### config.mk
export PLATFORM = sky130hd
export DESIGN_NAME = inst_sram_responder
export DESIGN_NICKNAME = d
export VERILOG_FILES = /design/src/rtl/inst_sram_responder.sv
export SDC_FILE = /design/constraint.sdc
export NUM_CORES = 1
export LEC_CHECK = 0
export CAP_MARGIN = 20
export CORE_UTILIZATION = 40
export DETAILED_ROUTE_END_ITERATION = 10
export MAX_ROUTING_LAYER = met4
export PLACE_DENSITY = 0.69
export SYNTH_ARGS = -nofsm -noshare
export SYNTH_HDL_FRONTEND = slang
export SYNTH_SLANG_ARGS = --single-unit
### constraint.sdc
create_clock -name clk -period 7.35 [get_ports clk]
set_clock_uncertainty 0.2 [all_clocks]
set_input_delay 1.47 -clock clk [delete_from_list [all_inputs] [get_ports clk]]
set_output_delay 1.47 -clock clk [all_outputs]
set_load 0.01 [all_outputs]
### src/rtl/inst_sram_responder.sv
// Slave end of the SRAM-like instruction fetch interface: accepts requests into a
// single-port synchronous RAM and returns responses strictly in order via a small FIFO.
module inst_sram_responder #(
    parameter int DEPTH_LOG2 = 2,
    parameter int MEM_AW     = 14
) (
    input  logic                  clk,
    input  logic                  reset,
    input  logic                  req_en,
    input  logic                  req_wr,
    input  logic [1:0]            req_size,
    input  logic [3:0]            req_wstrb,
    input  logic [31:0]           req_addr,
    input  logic [31:0]           req_wdata,
    output logic                  addr_ok,
    output logic                  data_ok,
    output logic [31:0]           rdata,
    input  logic                  stall_addr,
    input  logic                  stall_data,
    output logic                  ram_en,
    output logic [3:0]            ram_we,
    output logic [MEM_AW-1:0]     ram_addr,
    output logic [31:0]           ram_wdata,
    input  logic [31:0]           ram_rdata,
    output logic [DEPTH_LOG2:0]   outstanding
);

    localparam int                DEPTH     = 1 << DEPTH_LOG2;
    localparam logic [DEPTH_LOG2:0] DEPTH_CNT = (DEPTH_LOG2 + 1)'(DEPTH);

    logic                  pend_valid_q, pend_valid_d;
    logic                  pend_wr_q, pend_wr_d;
    logic [DEPTH_LOG2-1:0] wr_ptr_q, wr_ptr_d;
    logic [DEPTH_LOG2-1:0] rd_ptr_q, rd_ptr_d;
    logic [DEPTH_LOG2:0]   fifo_count_q, fifo_count_d;
    logic [DEPTH_LOG2:0]   outstanding_q, outstanding_d;
    logic [31:0]           fifo_mem [DEPTH];

    logic                  accept;
    logic                  fifo_nonempty;
    logic                  push;
    logic                  pop;
    logic [31:0]           pend_data;

    // Size and the address bits outside the RAM window never affect the access.
    logic unused_req_bits;
    assign unused_req_bits = ^{req_size, req_addr[31:MEM_AW+2], req_addr[1:0]};

    // NOTE: every output of an always_comb gets a default before any branch, so no latch is inferred.
    always_comb begin
        addr_ok       = 1'b0;
        accept        = 1'b0;
        ram_en        = 1'b0;
        ram_we        = 4'b0;
        ram_addr      = req_addr[MEM_AW+1:2];
        ram_wdata     = req_wdata;
        data_ok       = 1'b0;
        rdata         = 32'h0;
        push          = 1'b0;
        pop           = 1'b0;

        // Full is judged on the registered count only: no pop-through to addr_ok.
        addr_ok       = ~reset & ~stall_addr & (outstanding_q < DEPTH_CNT);
        accept        = req_en & addr_ok;
        ram_en        = accept;
        ram_we        = (accept && req_wr) ? req_wstrb : 4'b0;

        fifo_nonempty = (fifo_count_q != '0);
        pend_data     = pend_wr_q ? 32'h0 : ram_rdata;
        data_ok       = (fifo_nonempty | pend_valid_q) & ~stall_data & ~reset;
        if (data_ok) begin
            rdata = fifo_nonempty ? fifo_mem[rd_ptr_q] : pend_data;
        end

        // The pending word bypasses the FIFO only when nothing older is queued.
        pop  = fifo_nonempty & data_ok;
        push = pend_valid_q & (fifo_nonempty | ~data_ok);

        pend_valid_d  = accept;
        pend_wr_d     = accept & req_wr;
        wr_ptr_d      = push ? wr_ptr_q + 1'b1 : wr_ptr_q;
        rd_ptr_d      = pop  ? rd_ptr_q + 1'b1 : rd_ptr_q;
        fifo_count_d  = fifo_count_q + {{DEPTH_LOG2{1'b0}}, push} - {{DEPTH_LOG2{1'b0}}, pop};
        outstanding_d = outstanding_q + {{DEPTH_LOG2{1'b0}}, accept}
                                      - {{DEPTH_LOG2{1'b0}}, data_ok};
    end

    // NOTE: state registers use non-blocking assignments so all of them update together at the edge.
    always_ff @(posedge clk) begin
        if (reset) begin
            pend_valid_q  <= 1'b0;
            pend_wr_q     <= 1'b0;
            wr_ptr_q      <= '0;
            rd_ptr_q      <= '0;
            fifo_count_q  <= '0;
            outstanding_q <= '0;
        end else begin
            pend_valid_q  <= pend_valid_d;
            pend_wr_q     <= pend_wr_d;
            wr_ptr_q      <= wr_ptr_d;
            rd_ptr_q      <= rd_ptr_d;
            fifo_count_q  <= fifo_count_d;
            outstanding_q <= outstanding_d;
        end
    end

    // NOTE: FIFO storage is not reset; the cleared count and pointers make stale entries unreachable.
    always_ff @(posedge clk) begin
        if (push) begin
            fifo_mem[wr_ptr_q] <= pend_data;
        end
    end

    assign outstanding = outstanding_q;

endmodule

### Yosys cells after proc, flatten, opt, wreduce, memory -nomap -nowiden

Memories as Yosys holds them, arrays and structs flattened. A register that Yosys moved wholly into a read port is not among the register bits.
Index checks and enable logic that the tools add are counted.

* add/subtract/negate cells: 6
* order comparisons: 1
* mux-type cells: 8
* bitwise operators: 14
* reduce and logical (&&, ||, !) cells: 2

Operators by type and width (count)
* $mux 32: 3
* $and 1x1->1: 8
* $add 3x1->3: 2
* $sub 3x1->3: 2
* $add 2x1->2 const B: 2
* $mux 2: 2
* $mux 4: 1
* $not 1->1: 4
* $lt 3x3->1 const B: 1
* $reduce_bool 3->1: 1
* $mux 1: 2
* $or 1x1->1: 2
* $logic_and 1x1->1: 1

* register bits after elaboration: 12
* memory bits (writable): 128
* input bits: 108
* output and inout bits: 88
* logic and storage cells: 38
* memories kept: 1

Memory list
* fifo_mem: words 4, bits a word 32, rd ports 1, clocked after memory_dff 1, wr ports 1, line 37 `logic [31:0] fifo_mem [DEPTH];`

### Longest topological paths before layout

Gate-level depths: netlist of run 1.

* word-level depth: 9
* mapped depth: 11
* gate-level depth less buffers: 10

### Worst setup path after synthesis of run 1

Ideal clock, no wire load.

* kind: in2out
* start: in reset
* end: out ram_we[0]
* arrival time: 2302 ps
* required time: 5680 ps
* setup slack: 3378 ps
* stages on the path: 3
* buffers on the path: 0
* cells stage by stage: nor3_1 and3_1 and2_1

* cells in the longest elaborated chain, start to end: 6

Ends and longest elaborated chain
* start, declared: line 8 `input logic reset,`
* $not 1->1: line 63 `addr_ok = ~reset & ~stall_addr & (outstanding_q < DEPTH_CNT);`
* $and 1x1->1 (2 in series): line 63
* $and 1x1->1: line 64 `accept = req_en & addr_ok;`
* $logic_and 1x1->1: line 66 `ram_we = (accept && req_wr) ? req_wstrb : 4'b0;`
* $mux 4: line 66
* end, declared: line 21 `output logic [3:0] ram_we,`

Every way passes these cells.

### Worst setup path in the final report of run 1

* start: in reset
* end: out rdata[0]

* cells in the longest elaborated chain, start to end: 3

Ends and longest elaborated chain
* $not 1->1: line 70 `data_ok = (fifo_nonempty | pend_valid_q) & ~stall_data & ~reset;`
* $and 1x1->1: line 70
* $mux 32: line 71 `if (data_ok) begin`
* end, declared: line 17 `output logic [31:0] rdata,`

Every way passes these cells.

==> flow_metrics.env, run 1 <==
export IMPL_grt_pass1_wl_um=21600
export IMPL_vdd_drop_max_uv=179
export IMPL_syn_area_per_cell_um2=14.7
export IMPL_clk_latency_ps=410
export IMPL_ios=196
export IMPL_drcViolationCount=0
export IMPL_coreArea_um2=15900
export IMPL_dr_pass1_iters=4
export IMPL_fillers=1398
export IMPL_worst_pin_slew_ps=946
export IMPL_cts_resized=0
export IMPL_wirelength_um=13900
export IMPL_vias=3704
export IMPL_dieArea_um2=16700
export IMPL_fp_dieH_um=129
export IMPL_antenna_cells=0
export IMPL_ant_nets=0
export IMPL_fp_row_count=46
export IMPL_power_density_nw_per_um2=285
export IMPL_busiest_layer="met2"
export IMPL_drv_slew=0
export IMPL_place_inst=670
export IMPL_ys_seq_elements=142
export IMPL_synth_top_area_frac=0.593
export IMPL_setup_violations=0
export IMPL_maxCapViolations=0
export IMPL_nets=591
export IMPL_gp_congestion=0.697
export IMPL_dr_first_iter_drc_count=333
export IMPL_netlist_top_cells_count="edfxtp_1 (128), buf_4 (46), nor2b_1 (36)"
export IMPL_grt_use_total=0.182
export IMPL_clockRootBuffer="clkbuf_16"
export IMPL_synth_main_ff_cell="edfxtp_1"
export IMPL_met1_usage=0.216
export IMPL_area_delta_synth_final_pct=19.3
export IMPL_ctsHtreeMaxLevel=4
export IMPL_tns_ps=0
export IMPL_tritoncts="built"
export IMPL_synth_largest_area_cell="edfxtp_1"
export IMPL_relSlewSlack=0.370
export IMPL_clockBufferDepth=2
export IMPL_cts_setup_buffers=0
export IMPL_critPathArrivalTime_ps=4060
export IMPL_hold_viol=0
export IMPL_antenna_found_initial=0
export IMPL_yosysWarnings=0
export IMPL_status="complete, no violations"
export IMPL_start_util=0.408
export IMPL_required_ps=5680
export IMPL_syn_cell_area_um2=6490
export IMPL_drt_wirelength_per_cell_um=19.8
export IMPL_gr_total_overflow=0
export IMPL_r2r_start="fifo_count_q[1]"
export IMPL_leakage_nw=2.61
export IMPL_syn_num_nets=558
export IMPL_yosysSeqAreaShare=0.636
export IMPL_final_min_clock_period_ps=5730
export IMPL_grtUsageMet2=0.298
export IMPL_max_freq_mhz=174
export IMPL_die_w_um=129
export IMPL_synth_area_top_cells="edfxtp_1 (59%), mux4_2 (10%), buf_4 (5.3%)"
export IMPL_hold_buffers=0
export IMPL_path_class="input pin to output port"
export IMPL_routed_via_density=5.28
export IMPL_rsz0062_at_grt="no"
export IMPL_clk_pin_slew_ps=60
export IMPL_synthCells=440
export IMPL_hold_depth=1
export IMPL_reg2reg_slack_ps=4360
export IMPL_grt_max_degree=51
export IMPL_postSynth_asyncResetShare=0
export IMPL_yosysMostFrequentCell="edfxtp_1"
export IMPL_timing_rr_end="fifo_count_q[2]"
export IMPL_reg2reg_depth=11
export IMPL_startpoint_type="input pin"
export IMPL_synth_edf_count=128
export IMPL_use_met3=0.0462
export IMPL_hold_class="flop to flop"
export IMPL_yosysUniqueCellTypes=32
export IMPL_final_cells=702
export IMPL_fin_crit_sh=0.780
export IMPL_cts_sinks=142
export IMPL_port_buffers=83
export IMPL_endpoint_kind="output port"
export IMPL_drive_gt1_frac=0.154
export IMPL_cts_made_buffers=17
export IMPL_critPathMaxFanout=50
export IMPL_grt_pass1_vias=4007
export IMPL_min_from="rd_ptr_q[1]"
export IMPL_post_dp_hpwl_um=8180
==> routing by layer <==
layer	up-vias	share of wire	wire [µm]
met5	-	0	0
met1	1845	0.42	5800
met4	0	0.021	297
li1	1673	-	-
met3	34	0.066	915
met2	152	0.50	6900
==> stage by stage <==
stage / setup WS (ps) / utilization / total power, mW / instance area, µm² / hold slack (ps)
floorplan: 3380 / - / 1.24 / 6490 / 230
global placement: 1590 / 0.450 / 1.36 / 7140 / 236
detailed placement: 1600 / 0.450 / 1.37 / 7140 / 268
CTS: 1610 / 0.487 / 2.22 / 7740 / 277
global route: 1420 / 0.487 / 2.29 / 7740 / 305
finish: 1620 / 0.487 / 2.21 / 7740 / 279
==> registers in the layout, indices dropped and copies added (netlist names), named ones only <==
name / cells
wr_ptr_q: 2
fifo_count_q: 3
pend_valid_q: 1
fifo_mem: 128
pend_wr_q: 1
rd_ptr_q: 2
outstanding: 3
==> worst max-delay path, stage by stage <==
cell	delay [ps]
clkdlybuf4s50_1	660
nor2_4	480
buf_4	550
nand4_1	150
nand2_1	170
clkdlybuf4s50_1	560
==> final cells by class <==
cell class,instances,area (µm²),share of cell area
Clock inverter,15,170,0.0220
Sequential cell,142,4130,0.533
Tap cell,216,270,0.0349
Timing Repair Buffer,89,876,0.113
Clock buffer,17,425,0.0550
Multi-Input combinational cell,211,1830,0.236
Inverter,12,45.0,0.00582
==> worst max path at each step <==
| stage | start | end | slack (ps) | cells past startpoint |
|---|---|---|---|---|
| 3_3_place_gp | reset | rdata[0] | 1590 | 6 |
| 2_1_floorplan | reset | ram_we[0] | 3380 | 3 |
| 4_1_cts | reset | rdata[0] | 1610 | 6 |
| 6_report | reset | rdata[0] | 1620 | 6 |
| 3_5_place_dp | reset | rdata[0] | 1600 | 6 |
| 5_1_grt | reset | rdata[0] | 1420 | 6 |
==> cells in the final DEF (no fill, tap or decap), drive strengths merged, types with 2 or more instances in the layout <==
cell type,instances
a21oi,2
clkinvlp,3
o2111ai,2
and2,10
bufinv,3
nand4,32
clkdlybuf4s50,83
clkbuf,17
nor2,6
xnor2,4
nand3,33
nand2,33
fa,2
mux4,32
o21ai,2
dfxtp,14
nor3,2
nor2b,36
inv,13
edfxtp,128
buf,6
clkinv,8
ha,8
==> cells by family after synthesis <==
| logic type | Yosys count | share of synthesized area |
|---|---|---|
| and+or+nand+nor | 155 | 0.129 |
| DFF | 142 | 0.636 |
| buffers and inverters | 87 | 0.0847 |
| muxes | 32 | 0.112 |
| AOI/OAI and AO/OA | 10 | 0.0108 |
| adders and majority gates | 10 | 0.0216 |
| xor gates and xnor gates | 4 | 0.00540 |
==> power breakdown <==
part	internal [mW]	total, mW	switching, mW
clock	0.531	0.852	0.321
combinational	0.180	0.413	0.233
sequential	0.912	0.941	0.0296
total	1.62	2.21	0.584
No activity file was read; power rests on OpenSTA's default activity.
==> run 2: changes to the inputs <==
clock period = 5.56 ns   (was 7.35 ns; I/O delays follow)
==> flow_metrics.env, run 2 (same netlist as run 1, synthesis figures left out) <==
export IMPL_grt_use_total=0.178
export IMPL_cts_resized=0
export IMPL_hold_buffers=0
export IMPL_fin_crit_sh=0.821
export IMPL_wl_met2_um=6860
export IMPL_rsz0062_at_grt="no"
export IMPL_grt_max_degree=37
export IMPL_antenna_cells=0
export IMPL_whs_ps=285
export IMPL_relSlewSlack=0.385
export IMPL_post_dp_hpwl_um=8300
export IMPL_area_delta_synth_final_pct=19.1
export IMPL_grt_pass1_wl_um=21000
export IMPL_ctsHtreeMaxLevel=4
export IMPL_cts_made_buffers=17
export IMPL_largest_reg_flops=128
export IMPL_final_common_cell="edfxtp_1"
export IMPL_critPathMaxFanout=24
export IMPL_start_util=0.408
export IMPL_met1_length_um=5400
export IMPL_dr_pass1_iters=5
export IMPL_required_ps=4250
export IMPL_status="complete, no violations"
export IMPL_worst_pin_slew_ps=922
export IMPL_coreArea_um2=15900
export IMPL_startpoint_type="input pin"
export IMPL_maxCapViolations=0
export IMPL_dr_first_iter_drc_count=236
export IMPL_clk_pin_slew_ps=60
export IMPL_tritoncts="built"
export IMPL_ios=196
export IMPL_vdd_drop_max_uv=174
export IMPL_regMostFlops="fifo_mem"
export IMPL_die_w_um=129
export IMPL_drcViolationCount=0
export IMPL_power_density_nw_per_um2=366
export IMPL_cts_sinks=142
export IMPL_setup_violations=0
export IMPL_seqCellArea_um2=4130
export IMPL_reg2reg_slack_ps=2320
export IMPL_gp_congestion=0.764
export IMPL_fin_util=0.486
export IMPL_hold_class="flop to flop"
export IMPL_clk_latency_ps=410
export IMPL_max_freq_mhz=219
export IMPL_final_min_clock_period_ps=4560
export IMPL_multi_input_area_um2=1830
export IMPL_hold_viol=0
export IMPL_wl_met3_um=1130
export IMPL_highest_signal_layer="met4"
export IMPL_drt_wirelength_per_cell_um=19.5
export IMPL_wirelength_um=13700
export IMPL_clockBufferDepth=2
export IMPL_grt_pass1_vias=3859
export IMPL_port_buffers=83
export IMPL_gr_total_overflow=0
export IMPL_antenna_found_initial=0
export IMPL_tns_ps=0
export IMPL_drv_slew=0
export IMPL_drive_gt1_frac=0.162
export IMPL_path_class="input pin to output port"
export IMPL_routed_via_density=5.26
export IMPL_clockRootBuffer="clkbuf_16"
export IMPL_leakage_nw=2.61
export IMPL_fp_dieH_um=129
export IMPL_fp_row_count=46
export IMPL_most_common_layout_cells="edfxtp_1 (128), clkdlybuf4s50_1 (83), nor2b_1 (36)"
export IMPL_critPathArrivalTime_ps=3250
export IMPL_cts_setup_buffers=0
export IMPL_vias=3705
export IMPL_nets=593
export IMPL_fillers=1375
export IMPL_endpoint_kind="output port"
export IMPL_ant_nets=0
export IMPL_dieArea_um2=16700
run 2: cell count changes in the layout (fill, tap and decap cells not counted), sizes merged:
cell	before	now
bufinv	3	0
clkinv	8	7
buf	6	8
inv	13	19
clkinvlp	3	1
run 2: worst paths after layout:
kind	from	endpoint	cells past startpoint
worst max register to register	fifo_count_q[1]	fifo_count_q[2]	11
worst max-delay path	stall_data	rdata[29]	6
worst min register to register	rd_ptr_q[1]	flop	1
worst min-delay path	rd_ptr_q[1]	flop	1
run 2: through the flow:
step / total power, mW / std cells / setup slack [ps] / cell area, µm²
after floorplan: 1.64 / 440 / 2300 / 6490
after global placement: 1.80 / 672 / 1010 / 7170
after detailed placement: 1.82 / 672 / 1020 / 7170
after CTS: 2.85 / 704 / 1000 / 7720
after global routing: 2.94 / 704 / 895 / 7720
final: 2.83 / 704 / 996 / 7720
run 2: metal layers:
layer  global-route usage  vias to the layer above
met4               0.0768                        0
met3               0.0458                       39
li1                     -                     1684
met1                0.205                     1810
met2                0.294                      172
met5                    -                        -
run 2: layout make-up:
| cell class | count | share of cell area |
|---|---|---|
| inverters | 12 | 0.00583 |
| clock buffers | 17 | 0.0551 |
| well taps | 216 | 0.0350 |
| multi-input cells | 211 | 0.236 |
| repair buffers | 91 | 0.117 |
| flip-flops and latches | 142 | 0.534 |
| clock inverters | 15 | 0.0165 |
run 2: power breakdown:
group	internal [mW]	leakage, nW	switching (mW)	total, mW
clock network	0.584	0.273	0.459	1.04
registers	1.20	1.27	0.0446	1.25
logic	0.240	1.07	0.297	0.537
total	2.03	2.61	0.801	2.83
run 2: worst max-delay path, cell delays in order:
cell and delay, ps:
clkdlybuf4s50_1 510, nor2_4 450, buf_4 370, nand4_1 140, nand2_1 120, clkdlybuf4s50_1 540
==> run 3: changes to the inputs <==
clock period = 4.2 ns   (was 5.56 ns; I/O delays follow)
==> flow_metrics.env, run 3 (same netlist as run 1, synthesis figures left out) <==
export IMPL_status="complete, no violations"
export IMPL_port_buffers=83
export IMPL_regMostFlops="fifo_mem"
export IMPL_whs_ps=275
export IMPL_cts_resized=0
export IMPL_endpoint_kind="output port"
export IMPL_cts_sinks=142
export IMPL_critPathMaxFanout=8
export IMPL_final_common_cell="edfxtp_1"
export IMPL_maxCapViolations=0
export IMPL_drcViolationCount=0
export IMPL_worst_pin_slew_ps=900
export IMPL_grt_max_degree=67
export IMPL_hold_class="flop to flop"
export IMPL_ios=196
export IMPL_clockRootBuffer="clkbuf_16"
export IMPL_ant_nets=0
export IMPL_hold_viol=0
export IMPL_dieArea_um2=16700
export IMPL_routed_via_density=5.21
export IMPL_grt_pass1_wl_um=21500
export IMPL_die_w_um=129
export IMPL_cts_setup_buffers=0
export IMPL_vdd_drop_max_uv=291
export IMPL_leakage_nw=2.65
export IMPL_start_util=0.408
export IMPL_post_dp_hpwl_um=8700
export IMPL_startpoint_type="input pin"
export IMPL_hold_buffers=0
export IMPL_gp_congestion=0.679
export IMPL_area_delta_synth_final_pct=20.8
export IMPL_wirelength_um=14000
export IMPL_gr_total_overflow=0
export IMPL_largest_reg_flops=128
export IMPL_antenna_cells=0
export IMPL_tns_ps=0
export IMPL_rsz0062_at_grt="no"
export IMPL_most_common_layout_cells="edfxtp_1 (128), clkdlybuf4s50_1 (83), nor2b_1 (36)"
export IMPL_grt_pass1_vias=3879
export IMPL_dr_first_iter_drc_count=287
export IMPL_nets=600
export IMPL_path_class="input pin to output port"
export IMPL_antenna_found_initial=0
export IMPL_grt_use_total=0.186
export IMPL_max_freq_mhz=258
export IMPL_clk_pin_slew_ps=60
export IMPL_dr_pass1_iters=4
export IMPL_drt_wirelength_per_cell_um=19.7
export IMPL_relSlewSlack=0.400
export IMPL_vias=3702
export IMPL_clk_latency_ps=420
export IMPL_cts_made_buffers=17
export IMPL_ctsHtreeMaxLevel=4
export IMPL_power_density_nw_per_um2=490
export IMPL_setup_violations=0
export IMPL_fp_row_count=46
export IMPL_drv_slew=0
export IMPL_drive_gt1_frac=0.172
export IMPL_critPathArrivalTime_ps=2830
export IMPL_required_ps=3160
export IMPL_coreArea_um2=15900
export IMPL_final_min_clock_period_ps=3870
export IMPL_fin_crit_sh=0.923
export IMPL_clockBufferDepth=2
export IMPL_tritoncts="built"
export IMPL_fp_dieH_um=129
run 3: cell types whose count changed in the layout (fill, tap and decap cells not counted), sizes merged:
cell / before / now
buf: 8 / 15
inv: 19 / 14
clkbuf: 17 / 18
clkinv: 7 / 5
clkinvlp: 1 / 5
bufinv: 0 / 2
run 3: worst paths after layout:
| kind | from | cells past startpoint | to | slack, ps |
|---|---|---|---|---|
| setup / recovery | reset | 5 | data_ok | 330 |
| hold reg to reg | rd_ptr_q[1] | 1 | flop | 280 |
| hold / removal | rd_ptr_q[1] | 1 | flop | 280 |
| setup reg to reg | pend_valid_q | 10 | fifo_count_q[2] | 1060 |
run 3: layout make-up:
cell class / instances / area (µm²)
fill: 1386 / 8050
clock buffer: 18 / 429
sequential: 142 / 4130
multi-input combinational: 211 / 1830
timing repair buffer: 98 / 993
tap: 216 / 270
inverter: 12 / 45.0
clock inverter: 14 / 144
run 3: power breakdown:
part / switching [mW] / total [mW] / leakage (nW) / internal, mW
clock network: 0.568 / 1.44 / 0.268 / 0.872
registers: 0.0490 / 1.64 / 1.27 / 1.60
logic: 0.412 / 0.752 / 1.11 / 0.340
run 3: metal layers:
layer | wire (µm) | GRT usage | part of all wire | vias up
met4 | 376 | 0.0858 | 0.027 | 0
li1 | - | - | - | 1696
met1 | 5910 | 0.223 | 0.42 | 1807
met5 | 0 | - | 0 | -
met2 | 6800 | 0.294 | 0.48 | 157
met3 | 936 | 0.0491 | 0.067 | 42
run 3: worst max-delay path, cell delays in order:
cell and delay (ps):
clkdlybuf4s50_1 560, buf_4 240, or2_2 330, nor2_1 270, clkdlybuf4s50_1 600
run 3: metrics by stage:
step | util | std cells | cell area (µm²) | worst slack (ps) | total power [mW]
floorplan | - | 440 | 6490 | 1390 | 2.17
global placement | 0.457 | 679 | 7260 | 370 | 2.42
detailed placement | 0.457 | 679 | 7260 | 356 | 2.44
CTS | 0.493 | 711 | 7830 | 345 | 3.88
global route | 0.493 | 711 | 7830 | 204 | 4.00
finish | 0.493 | 711 | 7830 | 325 | 3.84
